## config.mk

```make
export PLATFORM = sky130hd
export DESIGN_NAME = dram_controller_banked
export DESIGN_NICKNAME = d
export VERILOG_FILES = /design/src/rtl/dram_pkg.sv /design/src/rtl/dram_refresh_timer.sv /design/src/rtl/dram_controller_banked.sv
export SDC_FILE = /design/constraint.sdc
export NUM_CORES = 1
export LEC_CHECK = 0
export BUFFER_PORTS_ARGS = -buffer_cell sky130_fd_sc_hd__buf_2
export CAP_MARGIN = 30
export CORE_ASPECT_RATIO = 1.25
export CORE_MARGIN = 4
export CORE_UTILIZATION = 55
export DETAILED_ROUTE_END_ITERATION = 8
export PLACE_DENSITY = 0.9
export SETUP_SLACK_MARGIN = 0.5
export SLEW_MARGIN = 20
export SYNTH_ARGS = -nofsm -noshare
export SYNTH_HDL_FRONTEND = slang
export SYNTH_SLANG_ARGS = --single-unit
```

## constraint.sdc

```tcl
create_clock -name CLK -period 4.3 [get_ports CLK]
set_input_delay 0.645 -clock CLK [delete_from_list [all_inputs] [get_ports CLK]]
set_output_delay 0.645 -clock CLK [all_outputs]
set_load 0.02 [all_outputs]
```

## src/rtl/dram_pkg.sv

```systemverilog
// dram_pkg: FSM state encoding, width helpers and CPU address field positions for dram_controller_banked
package dram_pkg;
  typedef enum logic [2:0] {IDLE, ROW, COL, ACK, REF_CAS, REF_RAS, PRE} state_e;
  localparam int COL_LSB = 1;
  function automatic int bank_w(input int banks);
    return banks > 1 ? $clog2(banks) : 1;
  endfunction
  function automatic int cnt_w(input int n);
    return n > 1 ? $clog2(n) : 1;
  endfunction
  function automatic int row_lsb(input int ma_w);
    return ma_w + 1;
  endfunction
  function automatic int bank_lsb(input int ma_w);
    return 2 * ma_w + 1;
  endfunction
endpackage

```

## src/rtl/dram_refresh_timer.sv

```systemverilog
// dram_refresh_timer: free-running refresh interval timer; CLK/RST in, ack clears the request, pending out (single-deep, includes the wrapping cycle)
module dram_refresh_timer
  import dram_pkg::*;
#(
  parameter int REFRESH_INTERVAL = 300
) (
  input  logic CLK,
  input  logic RST,
  input  logic ack,
  output logic pending
);
  localparam int CW = cnt_w(REFRESH_INTERVAL);
  logic [CW-1:0] cnt_q;
  logic          pend_q;
  logic          wrap;
  assign wrap    = cnt_q == CW'(REFRESH_INTERVAL - 1);
  assign pending = pend_q | wrap;
  always_ff @(posedge CLK) begin
    if (RST) begin
      cnt_q  <= '0;
      pend_q <= 1'b0;
    end else begin
      cnt_q  <= wrap ? '0 : cnt_q + 1'b1;
      pend_q <= pending & ~ack;
    end
  end
endmodule

```

## src/rtl/dram_controller_banked.sv

```systemverilog
// dram_controller_banked: banked 68000 DRAM controller with CBR refresh; CPU CS/AS/UDS/LDS/RW/ADDR_IN in, registered ADDR_OUT/RAS/CAS0/CAS1/WE to DRAM, DTACK_DRAM/REFRESH_BUSY out
module dram_controller_banked
  import dram_pkg::*;
#(
  parameter int ADDR_W           = 23,
  parameter int MA_W             = 11,
  parameter int BANKS            = 2,
  parameter int REFRESH_INTERVAL = 300,
  parameter int RAS_CYCLES       = 2,
  parameter int PRECHARGE_CYCLES = 2
) (
  input  logic              CLK,
  input  logic              RST,
  input  logic              CS,
  input  logic              AS,
  input  logic              UDS,
  input  logic              LDS,
  input  logic              RW,
  input  logic [ADDR_W:1]   ADDR_IN,
  output logic [MA_W-1:0]   ADDR_OUT,
  output logic [BANKS-1:0]  RAS,
  output logic              CAS0,
  output logic              CAS1,
  output logic              WE,
  output logic              DTACK_DRAM,
  output logic              REFRESH_BUSY
);
  localparam int BANK_W   = bank_w(BANKS);
  localparam int CNT_W    = cnt_w(RAS_CYCLES > PRECHARGE_CYCLES ? RAS_CYCLES : PRECHARGE_CYCLES);
  localparam int ROW_LSB  = row_lsb(MA_W);
  localparam int BANK_LSB = bank_lsb(MA_W);
  state_e            state_q, state_d;
  logic [CNT_W-1:0]  cnt_q, cnt_d;
  logic [BANK_W-1:0] bank_q, bank_d, bank_in;
  logic [MA_W-1:0]   row_q, row_d, col_q, col_d, addr_q, addr_d;
  logic [BANKS-1:0]  ras_q, ras_d;
  logic              rw_q, rw_d, cas0_q, cas0_d, cas1_q, cas1_d;
  logic              we_q, we_d, dtack_q, dtack_d, busy_q, busy_d;
  logic              req, pending, ack;
  if (BANKS > 1) begin : g_bank
    assign bank_in = ADDR_IN[BANK_LSB+BANK_W-1:BANK_LSB];
  end else begin : g_nobank
    assign bank_in = '0;
  end
  assign req = ~CS & ~AS & (~UDS | ~LDS);
  // refresh wins a tie with a CPU request; the request stays on the bus and is served later
  assign ack = state_q == IDLE && pending;
  dram_refresh_timer #(.REFRESH_INTERVAL(REFRESH_INTERVAL)) u_timer (
    .CLK     (CLK),
    .RST     (RST),
    .ack     (ack),
    .pending (pending)
  );
  // outputs are computed for the state being left and registered, so each phase
  // appears on the pins one clock after the FSM reaches it; AS high abandons the access
  always_comb begin
    state_d = state_q;
    bank_d  = bank_q;
    row_d   = row_q;
    col_d   = col_q;
    rw_d    = rw_q;
    addr_d  = addr_q;
    ras_d   = '1;
    cas0_d  = 1'b1;
    cas1_d  = 1'b1;
    we_d    = 1'b1;
    dtack_d = 1'b1;
    busy_d  = 1'b0;
    case (state_q)
      IDLE: begin
        if (pending) begin
          state_d = REF_CAS;
        end else if (req) begin
          state_d = ROW;
          bank_d  = bank_in;
          row_d   = ADDR_IN[ROW_LSB+MA_W-1:ROW_LSB];
          col_d   = ADDR_IN[COL_LSB+MA_W-1:COL_LSB];
          rw_d    = RW;
        end
      end
      ROW: begin
        state_d       = AS ? PRE : COL;
        addr_d        = AS ? addr_q : row_q;
        ras_d[bank_q] = AS;
      end
      COL: begin
        state_d       = AS ? PRE : ACK;
        addr_d        = AS ? addr_q : col_q;
        ras_d[bank_q] = AS;
        we_d          = AS | rw_q;
      end
      ACK: begin
        state_d       = AS ? PRE : ACK;
        ras_d[bank_q] = AS;
        we_d          = AS | rw_q;
        cas1_d        = AS | UDS;
        cas0_d        = AS | LDS;
        dtack_d       = AS;
      end
      REF_CAS: begin
        state_d = REF_RAS;
        cas0_d  = 1'b0;
        cas1_d  = 1'b0;
        busy_d  = 1'b1;
      end
      REF_RAS: begin
        state_d = cnt_q == CNT_W'(RAS_CYCLES - 1) ? PRE : REF_RAS;
        ras_d   = '0;
        cas0_d  = 1'b0;
        cas1_d  = 1'b0;
        busy_d  = 1'b1;
      end
      PRE: state_d = cnt_q == CNT_W'(PRECHARGE_CYCLES - 1) ? IDLE : PRE;
      default: state_d = IDLE;
    endcase
    cnt_d = state_d == state_q ? cnt_q + 1'b1 : '0;
  end
  always_ff @(posedge CLK) begin
    if (RST) begin
      state_q <= IDLE;
      cnt_q   <= '0;
      bank_q  <= '0;
      row_q   <= '0;
      col_q   <= '0;
      rw_q    <= 1'b1;
      addr_q  <= '0;
      ras_q   <= '1;
      cas0_q  <= 1'b1;
      cas1_q  <= 1'b1;
      we_q    <= 1'b1;
      dtack_q <= 1'b1;
      busy_q  <= 1'b0;
    end else begin
      state_q <= state_d;
      cnt_q   <= cnt_d;
      bank_q  <= bank_d;
      row_q   <= row_d;
      col_q   <= col_d;
      rw_q    <= rw_d;
      addr_q  <= addr_d;
      ras_q   <= ras_d;
      cas0_q  <= cas0_d;
      cas1_q  <= cas1_d;
      we_q    <= we_d;
      dtack_q <= dtack_d;
      busy_q  <= busy_d;
    end
  end
  assign ADDR_OUT     = addr_q;
  assign RAS          = ras_q;
  assign CAS0         = cas0_q;
  assign CAS1         = cas1_q;
  assign WE           = we_q;
  assign DTACK_DRAM   = dtack_q;
  assign REFRESH_BUSY = busy_q;
endmodule

```

# Yosys cells after proc, flatten, opt, wreduce, memory -nomap -nowiden
# Cells that the tools add are included.
totals:
  register_bits: 56
  inputBits: 30
  out_inout_bits: 18
op_classes:
  addsub: 2
  magnitude_cmp: 2
  eq_ne: 10
  muxes: 16
  n_bitwise: 19
  n_reduce_logical: 13
ops:
  columns: ["cell", "count"]
  rows:
  - ["two-way mux 11 bit", 2]
  - ["case mux 11 bit (2 select lines)", 1]
  - ["case mux 3 bit (6 select lines)", 1]
  - ["two-way mux 3 bit", 5]
  - ["OR reduction 2 bit", 6]
  - ["adder 9 x 1 -> 9 bit (second input constant)", 1]
  - ["== test 3 bit (second input constant)", 3]
  - ["== test 9 bit (second input constant)", 1]
  - ["NOT 1 bit", 9]
  - ["== test 3 x 2 -> 1 bit (second input constant)", 2]
  - ["AND reduction 3 bit", 2]
  - ["bitwise OR 1 bit", 5]
  - ["inequality test 2 bit (second input constant)", 2]
  - ["case mux 1 bit (2 select lines)", 2]
  - ["case mux 2 bit (2 select lines)", 1]
  - ["AND 1 bit", 3]
  - ["== test 3 x 1 -> 1 bit (second input constant)", 1]
  - ["== test 3 bit", 1]
  - ["logical NOT 3 bit", 1]
  - ["OR reduction 3 bit", 1]
  - ["logical AND 1 bit", 2]
  - ["< comparator 1 x 2 -> 1 bit (second input constant)", 1]
  - ["two-way mux 1 bit", 2]
  - ["two-way mux 2 bit", 1]
  - ["6 further kinds", 6]

# Logic depth before layout (Yosys ltp)
# Gate-level depths: netlist of the first run.
logic_depth:
  ltp_word: 9
  mapped_depth: 7
  ltp_nobuf: 5

# Cells and area by module
# A second synthesis of the first run with hierarchy kept.
unflattened:
  cells_unflattened: 260
  area_unflattened_um2: 2319.7
by_module_without_submodules:
  columns: ["module", "instances", "cells_per_inst", "area_per_inst_um2", "seq_area_each_um2"]
  rows:
  - ["dram_controller_banked", 1, 212, 1878.1, 920.9]
  - ["dram_refresh_timer", 1, 48, 441.7, 200.2]

# Least setup slack after synthesis of the first run
# Ideal clock, no wire load.
synth_timing:
  path_kind: "in2reg"
  startpoint: "in UDS"
  endpoint: "reg col_q[0]"
  t_arrival_ns: 1.666
  required_time_ns: 4.184
  setup_slack_ns: 2.518
  cell_stages: 5
  path_buffers: 2
  path_cell_list: "a211oi_1 and2_1 buf_6 buf_8 o21ai_2"
synth_between:
  elab_chain_cells: 4
synth_lines:
  columns: ["item", "line", "source"]
  rows:
  - ["from (decl)", "dram_controller_banked.sv:16", "input logic UDS,"]
  - ["NOT 1 bit", "dram_controller_banked.sv:45", "assign req = ~CS & ~AS & (~UDS | ~LDS);"]
  - ["bitwise OR 1 bit", "dram_controller_banked.sv:45", null]
  - ["AND 1 bit", "dram_controller_banked.sv:45", null]
  - ["AND reduction 3 bit (no source line)", null, null]
  - ["to (signal assigned)", "dram_controller_banked.sv:138", "col_q <= col_d;"]
  - ["to (decl)", "dram_controller_banked.sv:35", "logic [MA_W-1:0] row_q, row_d, col_q, col_d, addr_q, addr_d;"]
# No other way between the ends.
# A chain may end at the register's enable or synchronous reset.

# Worst setup path in the final report of the first run
layout_timing:
  startpoint: "reg state_q[2]"
  endpoint: "reg row_q[9]"
layout_between:
  elab_chain_cells: 2
layout_lines:
  columns: ["item", "line", "source"]
  rows:
  - ["from (decl)", "dram_controller_banked.sv:32", "state_e state_q, state_d;"]
  - ["from (signal assigned)", "dram_controller_banked.sv:134", "state_q <= state_d;"]
  - ["logical NOT 3 bit", "dram_controller_banked.sv:69", "case (state_q)"]
  - ["AND reduction 3 bit (no source line)", null, null]
  - ["to (signal assigned)", "dram_controller_banked.sv:137", "row_q <= row_d;"]
  - ["to (decl)", "dram_controller_banked.sv:35", null]
# No other way between the ends.

==> out/results.txt, run 1 <==
TNS Setup - 0 ns
worst-skew pair later-pin latency - 0.31 ns
Post-Layout Cell Count - 353
WP data arrival - 2.98 ns
Post-DP Area - 2730 µm²
GRT Resource Usage Total - 19.4%
Final Critical Period - 2.78 ns
critical path startpoint - state_q[2]$_SDFF_PP0_
# hold bufs at CTS - 0
Slew Viols, Final - 0
Req. time, crit path - 4.50 ns
first-pass GRT wire length - 8.45 mm
commonest cells after routing, fill and taps aside - dfxtp_1, buf_2, nor2_1, nand2b_1, nand4b_1
dpl cells - 344
crit-path leading delay family - simple AND/OR/NAND/NOR gates
Synth Warn # - 0
1st-pass router iterations - 4
final clock skew - 0.00625 ns
routability congestion estimate - 0.872
#FFs+latches synth - 56
Min-Delay Startpoint - row_q[9]$_SDFFE_PP0P_
Yosys cell types - 34
static leakage - 1.09 nW
cell count along the critical path - 5
CP Launch Type - flop
# DRC - 0
Max-slew headroom - 48.0%
die span in y - 83.4 µm
WHS Path Cells - 2
maximum root-to-sink buffer count - 2
Buf/Inv on CP - 1
CTS tree - built
Final Core Density - 65.5%
most common cell after layout, fill and taps aside - dfxtp_1
die footprint - 5690 µm²
initial DRC count - 67
Hold Crit Class - reg2reg
grt ovf - 0
Setup-failing EPs final - 0
Post-Syn Area - 2500 µm²
sequential fraction of the synthesis area - 44.9%
final period utilization - 64.7%
Max Cap Viol - 0
via count - 1957
cts bufs inserted - 5
crit path capture type - flop
worst path cell trace - or4_4, a21oi_4, and2_1, buf_4, o21ai_0
WL per Instance - 14.7 µm
core area - 4390 µm²
CTS resizes - 0
unrepaired setup endpoints after global routing - no
setup bufs post-CTS - 0
Initial Util - 56.9%
FMAX - 359 MHz
H-tree depth - 2
Largest stage delay, worst path - 0.61 ns
Power Dens Cells - 540 nW/µm²
Antenna diodes - 0
status - finished clean
FP Rows - 27
synthesized net count - 288
Die W - 68.3 µm
Post-Syn Instances - 257
routed wire length - 5.19 mm
vias per inst - 5.54
Hold Vio Cnt, Final - 0
path depth of the worst reg2reg path - 5
worst-path fanout max - 27
antenna violations before repair - 0
number of I/O pins - 48
syn avg cell area - 9.72 µm²
Design Area, Final - 2880 µm²
vias in the first global route - 1850
CTS clk-pin slew, worst paths - 0.09 ns
WHS - 0.475 ns
layout overhead on the synthesized area - 15.1%
worst r2r src - state_q[2]$_SDFF_PP0_
ANT nets after route - 0
number of nets in the layout - 325
HPWL Detailed - 3.56 mm
Sinks on Clock Net - 56
root buffer cell - clkbuf_8
largest net degree at the start of global routing - 72
port buffer count - 47
Slew @ Worst Pin - 0.780 ns
Setup Crit Path Kind - reg2reg
layout cells sized above 1 - 29.8%
Peak VDD IR - 0.274 mV
Critical-path top delay cell - or4_4
flip-flops by register name, indices dropped and copies added (netlist names), 2 cells and up:
name,flops
col_q,11
ADDR_OUT,11
RAS,2
state_q,3
u_timer.cnt_q,9
row_q,11
synth_stat cells:
master,number,share of area (%)
a21oi_4,1,0.65
ha_1,1,0.50
and4_1,1,0.35
buf_6,2,0.90
o21ai_0,8,1.6
and4bb_2,2,1.0
and2_1,3,0.75
o21ai_2,19,6.7
clkbuf_1,11,1.7
or4_4,1,0.45
dfxtp_1,56,45
o221ai_1,1,0.35
nor3b_1,1,0.30
xor2_1,6,2.1
nand4_1,3,0.75
mux2_2,1,0.45
a21oi_1,2,0.40
nor3_1,5,1.0
nor2_1,30,4.5
or2_2,2,0.50
a211oi_1,15,4.5
buf_8,2,1.2
inv_1,3,0.45
nand3_1,4,0.80
and3_1,1,0.25
nand4b_1,23,8.1
xnor2_1,2,0.70
nand2_1,2,0.30
buf_2,5,1.0
buf_1,1,0.15
nor4_1,1,0.25
mux2i_1,13,5.2
a21o_1,2,0.60
nand2b_1,27,6.8
final timing paths:
kind	end	slack [ns]
setup / recovery	row_q[9]$_SDFFE_PP0P_	1.52
hold / removal	row_q[9]$_SDFFE_PP0P_	0.48
setup reg to reg	row_q[9]$_SDFFE_PP0P_	1.52
hold reg to reg	row_q[9]$_SDFFE_PP0P_	0.48
power breakdown:
part / leakage, nW / internal, W / switching [W] / total [W]
clock network: 0.0614 / 0.000190 / 0.000164 / 0.000355
logic: 0.568 / 0.000199 / 0.000320 / 0.000518
registers: 0.456 / 0.000604 / 0.0000776 / 0.000681
total: 1.09 / 0.000993 / 0.000562 / 0.00155
stage by stage:
step                setup slack, ns  power [W]
finish                         1.52    0.00155
global route                   1.33    0.00164
floorplan                      2.52    0.00109
CTS                            1.52    0.00156
detailed placement             1.56    0.00120
global placement               1.61    0.00118
worst min-delay path: cells and delay by family (launching register included):
kind / cells / cell delay [ns]
flip-flops: 1 / 0.32
AO/OA/AOI/OAI: 1 / 0.06
AND/OR/NAND/NOR: 1 / 0.06
layer usage:
metal	global-route usage, %	part of all wire, %	wire (µm)
met1	23.7	43	2210
met2	31.8	50	2570
met3	3.52	5.0	257
met4	9.22	2.9	150
met5	0	0	0
logic make-up after synthesis:
kind of cell	share of synthesized area [%]
compound gates	14.8
xor+xnor	2.80
fa+ha+maj	0.501
buf+inv	5.36
flops	44.9
mux	5.66
simple gates	26.0
final cells by class:
type | count | area [µm²]
repair buffers | 51 | 285
clock inverters | 2 | 38.8
fillers | 363 | 1520
multi-input cells | 177 | 1260
flip-flops and latches | 56 | 1120
clock buffers | 6 | 82.6
well taps | 58 | 72.6
inverters | 3 | 11.3
Note: power is estimated with default switching activity, not from simulation.
==> run 2, diff against run 1 <==
--- a/config.mk
+++ b/config.mk
@@ -9,9 +9,9 @@
 export CAP_MARGIN = 30
 export CORE_ASPECT_RATIO = 1.25
 export CORE_MARGIN = 4
-export CORE_UTILIZATION = 55
+export CORE_UTILIZATION = 54
 export DETAILED_ROUTE_END_ITERATION = 8
-export PLACE_DENSITY = 0.9
+export PLACE_DENSITY = 0.89
 export SETUP_SLACK_MARGIN = 0.5
 export SLEW_MARGIN = 20
 export SYNTH_ARGS = -nofsm -noshare
==> constraint.sdc (replaced) <==
create_clock -name CLK -period 2.85 [get_ports CLK]
set_input_delay 0.4275 -clock CLK [delete_from_list [all_inputs] [get_ports CLK]]
set_output_delay 0.4275 -clock CLK [all_outputs]
set_load 0.02 [all_outputs]
==> out/results.txt, run 2 (synthesis results as in run 1) <==
crit-path leading delay family - simple AND/OR/NAND/NOR gates (unchanged)
Peak VDD IR - 0.505 mV (was 0.274 mV)
port buffer count - 47 (unchanged)
Req. time, crit path - 3.06 ns (was 4.50 ns)
final clock skew - 0.00419 ns (was 0.00625 ns)
Setup Crit Path Kind - reg2reg (unchanged)
status - finished clean (unchanged)
GRT Resource Usage Total - 19.4% (about the same)
Setup-failing EPs final - 0 (unchanged)
Slew @ Worst Pin - 0.667 ns (was 0.780 ns)
vias in the first global route - 1936 (was 1850)
fillers - 375 (was 363)
# hold bufs at CTS - 0 (unchanged)
final period utilization - 67.8% (was 64.7%)
layout overhead on the synthesized area - 14.4% (was 15.1%)
1st-pass router iterations - 4 (unchanged)
unrepaired setup endpoints after global routing - no (unchanged)
Final Critical Period - 1.93 ns (was 2.78 ns)
via count - 1939 (was 1957)
Buf/Inv on CP - 1 (unchanged)
vias per inst - 5.45 (was 5.54)
Hold EP - row_q[7]$_SDFFE_PP0P_ (was row_q[9]$_SDFFE_PP0P_)
initial DRC count - 77 (was 67)
first-pass GRT wire length - 8.87 mm (was 8.45 mm)
root buffer cell - clkbuf_8 (unchanged)
worst path cell trace - or4_4, a21oi_4, buf_4, a21oi_1, a211oi_1 (was or4_4, a21oi_4, and2_1, buf_4, o21ai_0)
number of nets in the layout - 328 (was 325)
WP data arrival - 2.14 ns (was 2.98 ns)
CTS resizes - 0 (unchanged)
setup bufs post-CTS - 0 (unchanged)
WL per Instance - 14.1 µm (was 14.7 µm)
Reg2Reg Capture Point - state_q[0]$_SDFF_PP0_ (was row_q[9]$_SDFFE_PP0P_)
Power Dens Cells - 811 nW/µm² (was 540 nW/µm²)
dpl cells - 348 (was 344)
CTS tree - built (unchanged)
pre-CTS setup slack - 0.978 ns (was 1.56 ns)
static leakage - 1.09 nW (about the same)
number of I/O pins - 48 (unchanged)
area occupied by multi-input gates - 1260 µm² (about the same)
routed wire length - 5.01 mm (was 5.19 mm)
antenna violations before repair - 0 (unchanged)
Critical-path top delay cell - or4_4 (unchanged)
crit path capture type - flop (unchanged)
Antenna diodes - 0 (unchanged)
worst-skew pair later-pin latency - 0.30 ns (was 0.31 ns)
# DRC - 0 (unchanged)
CTS clk-pin slew, worst paths - 0.09 ns (about the same)
worst-path fanout max - 26 (was 27)
FP Rows - 27 (unchanged)
Hold Crit Class - in2reg (was reg2reg)
Final Core Density - 64.6% (was 65.5%)
die span in y - 84.1 µm (was 83.4 µm)
Design Area, Final - 2860 µm² (was 2880 µm²)
HPWL Detailed - 3.49 mm (was 3.56 mm)
Reg area - 1120 µm² (unchanged)
ANT nets after route - 0 (unchanged)
CP Launch Type - flop (unchanged)
Hold Vio Cnt, Final - 0 (unchanged)
H-tree depth - 2 (unchanged)
Max Cap Viol - 0 (unchanged)
core area - 4430 µm² (was 4390 µm²)
Post-DP Area - 2750 µm² (was 2730 µm²)
FMAX - 518 MHz (was 359 MHz)
die footprint - 5790 µm² (was 5690 µm²)
largest net degree at the start of global routing - 55 (was 72)
TNS Setup - 0 ns (unchanged)
Max-slew headroom - 55.6% (was 48.0%)
Initial Util - 56.5% (was 56.9%)
Worst R2R Setup Slack - 0.92 ns (was 1.52 ns)
layout cells sized above 1 - 30.2% (was 29.8%)
fin worst setup slack - 0.918 ns (was 1.52 ns)
routability congestion estimate - 0.881 (was 0.872)
most common cell after layout, fill and taps aside - dfxtp_1 (unchanged)
Die W - 68.8 µm (was 68.3 µm)
Largest stage delay, worst path - 0.60 ns (was 0.61 ns)
path depth of the worst reg2reg path - 5 (unchanged)
maximum root-to-sink buffer count - 2 (unchanged)
Sinks on Clock Net - 56 (unchanged)
cts bufs inserted - 5 (unchanged)
commonest cells after routing, fill and taps aside - dfxtp_1, buf_2, nor2_1, nand2b_1, nand4b_1 (unchanged)
Slew Viols, Final - 0 (unchanged)
grt ovf - 0 (unchanged)
worst r2r src - state_q[2]$_SDFF_PP0_ (unchanged)
WHS Path Cells - 3 (was 2)
Post-Layout Cell Count - 356 (was 353)
Min-Delay Startpoint - ADDR_IN[19] (was row_q[9]$_SDFFE_PP0P_)
## run 2: per-layer routing
| metal | track usage, % | routed length (µm) |
|---|---|---|
| met2 | 29.4 | 2420 |
| met4 | 6.21 | 62 |
| met5 | 0 | 0 |
| met1 | 27.0 | 2280 |
| met3 | 4.18 | 248 |
## run 2: area by class of cell
class,count,area share [%]
inverter,3,0.394
clock inverter,2,1.23
sequential,56,39.2
multi-input combinational,177,44.0
clock buffer,6,2.54
tap,58,2.54
timing repair buffer,54,10.1
## run 2: how the worst max path moves through the flow
stage / from / to / slack, ns / depth (start not counted)
3_3_place_gp: state_q[2]$_SDFF_PP0_ / rw_q$_SDFFE_PP1P_ / 1.04 / 5
6_report: state_q[2]$_SDFF_PP0_ / state_q[0]$_SDFF_PP0_ / 0.92 / 5
5_1_grt: state_q[2]$_SDFF_PP0_ / state_q[0]$_SDFF_PP0_ / 0.78 / 5
3_5_place_dp: state_q[2]$_SDFF_PP0_ / rw_q$_SDFFE_PP1P_ / 0.98 / 5
2_1_floorplan: state_q[0]$_SDFF_PP0_ / col_q[0]$_SDFFE_PP0P_ / 1.16 / 7
4_1_cts: state_q[2]$_SDFF_PP0_ / state_q[0]$_SDFF_PP0_ / 0.94 / 5
## run 2: report_power, final
| group | switching, W | internal [W] | leakage (nW) | total (W) |
|---|---|---|---|---|
| registers | 0.000111 | 0.000911 | 0.456 | 0.00102 |
| clock network | 0.000241 | 0.000261 | 0.0552 | 0.000502 |
| logic | 0.000481 | 0.000313 | 0.576 | 0.000793 |
## run 2: per-stage QoR
step	hold slack, ns	total power [W]
after global placement	0.459	0.00180
after global routing	0.383	0.00246
after floorplan	0.441	0.00164
final	0.388	0.00232
after detailed placement	0.464	0.00183
after CTS	0.382	0.00233
## run 2: worst register-to-register path, stage by stage, from the launching register on
cell      delay [ns]
dfxtp_1         0.46
or4_4           0.60
a21oi_4         0.12
buf_4           0.29
a21oi_1         0.13
a211oi_1        0.25
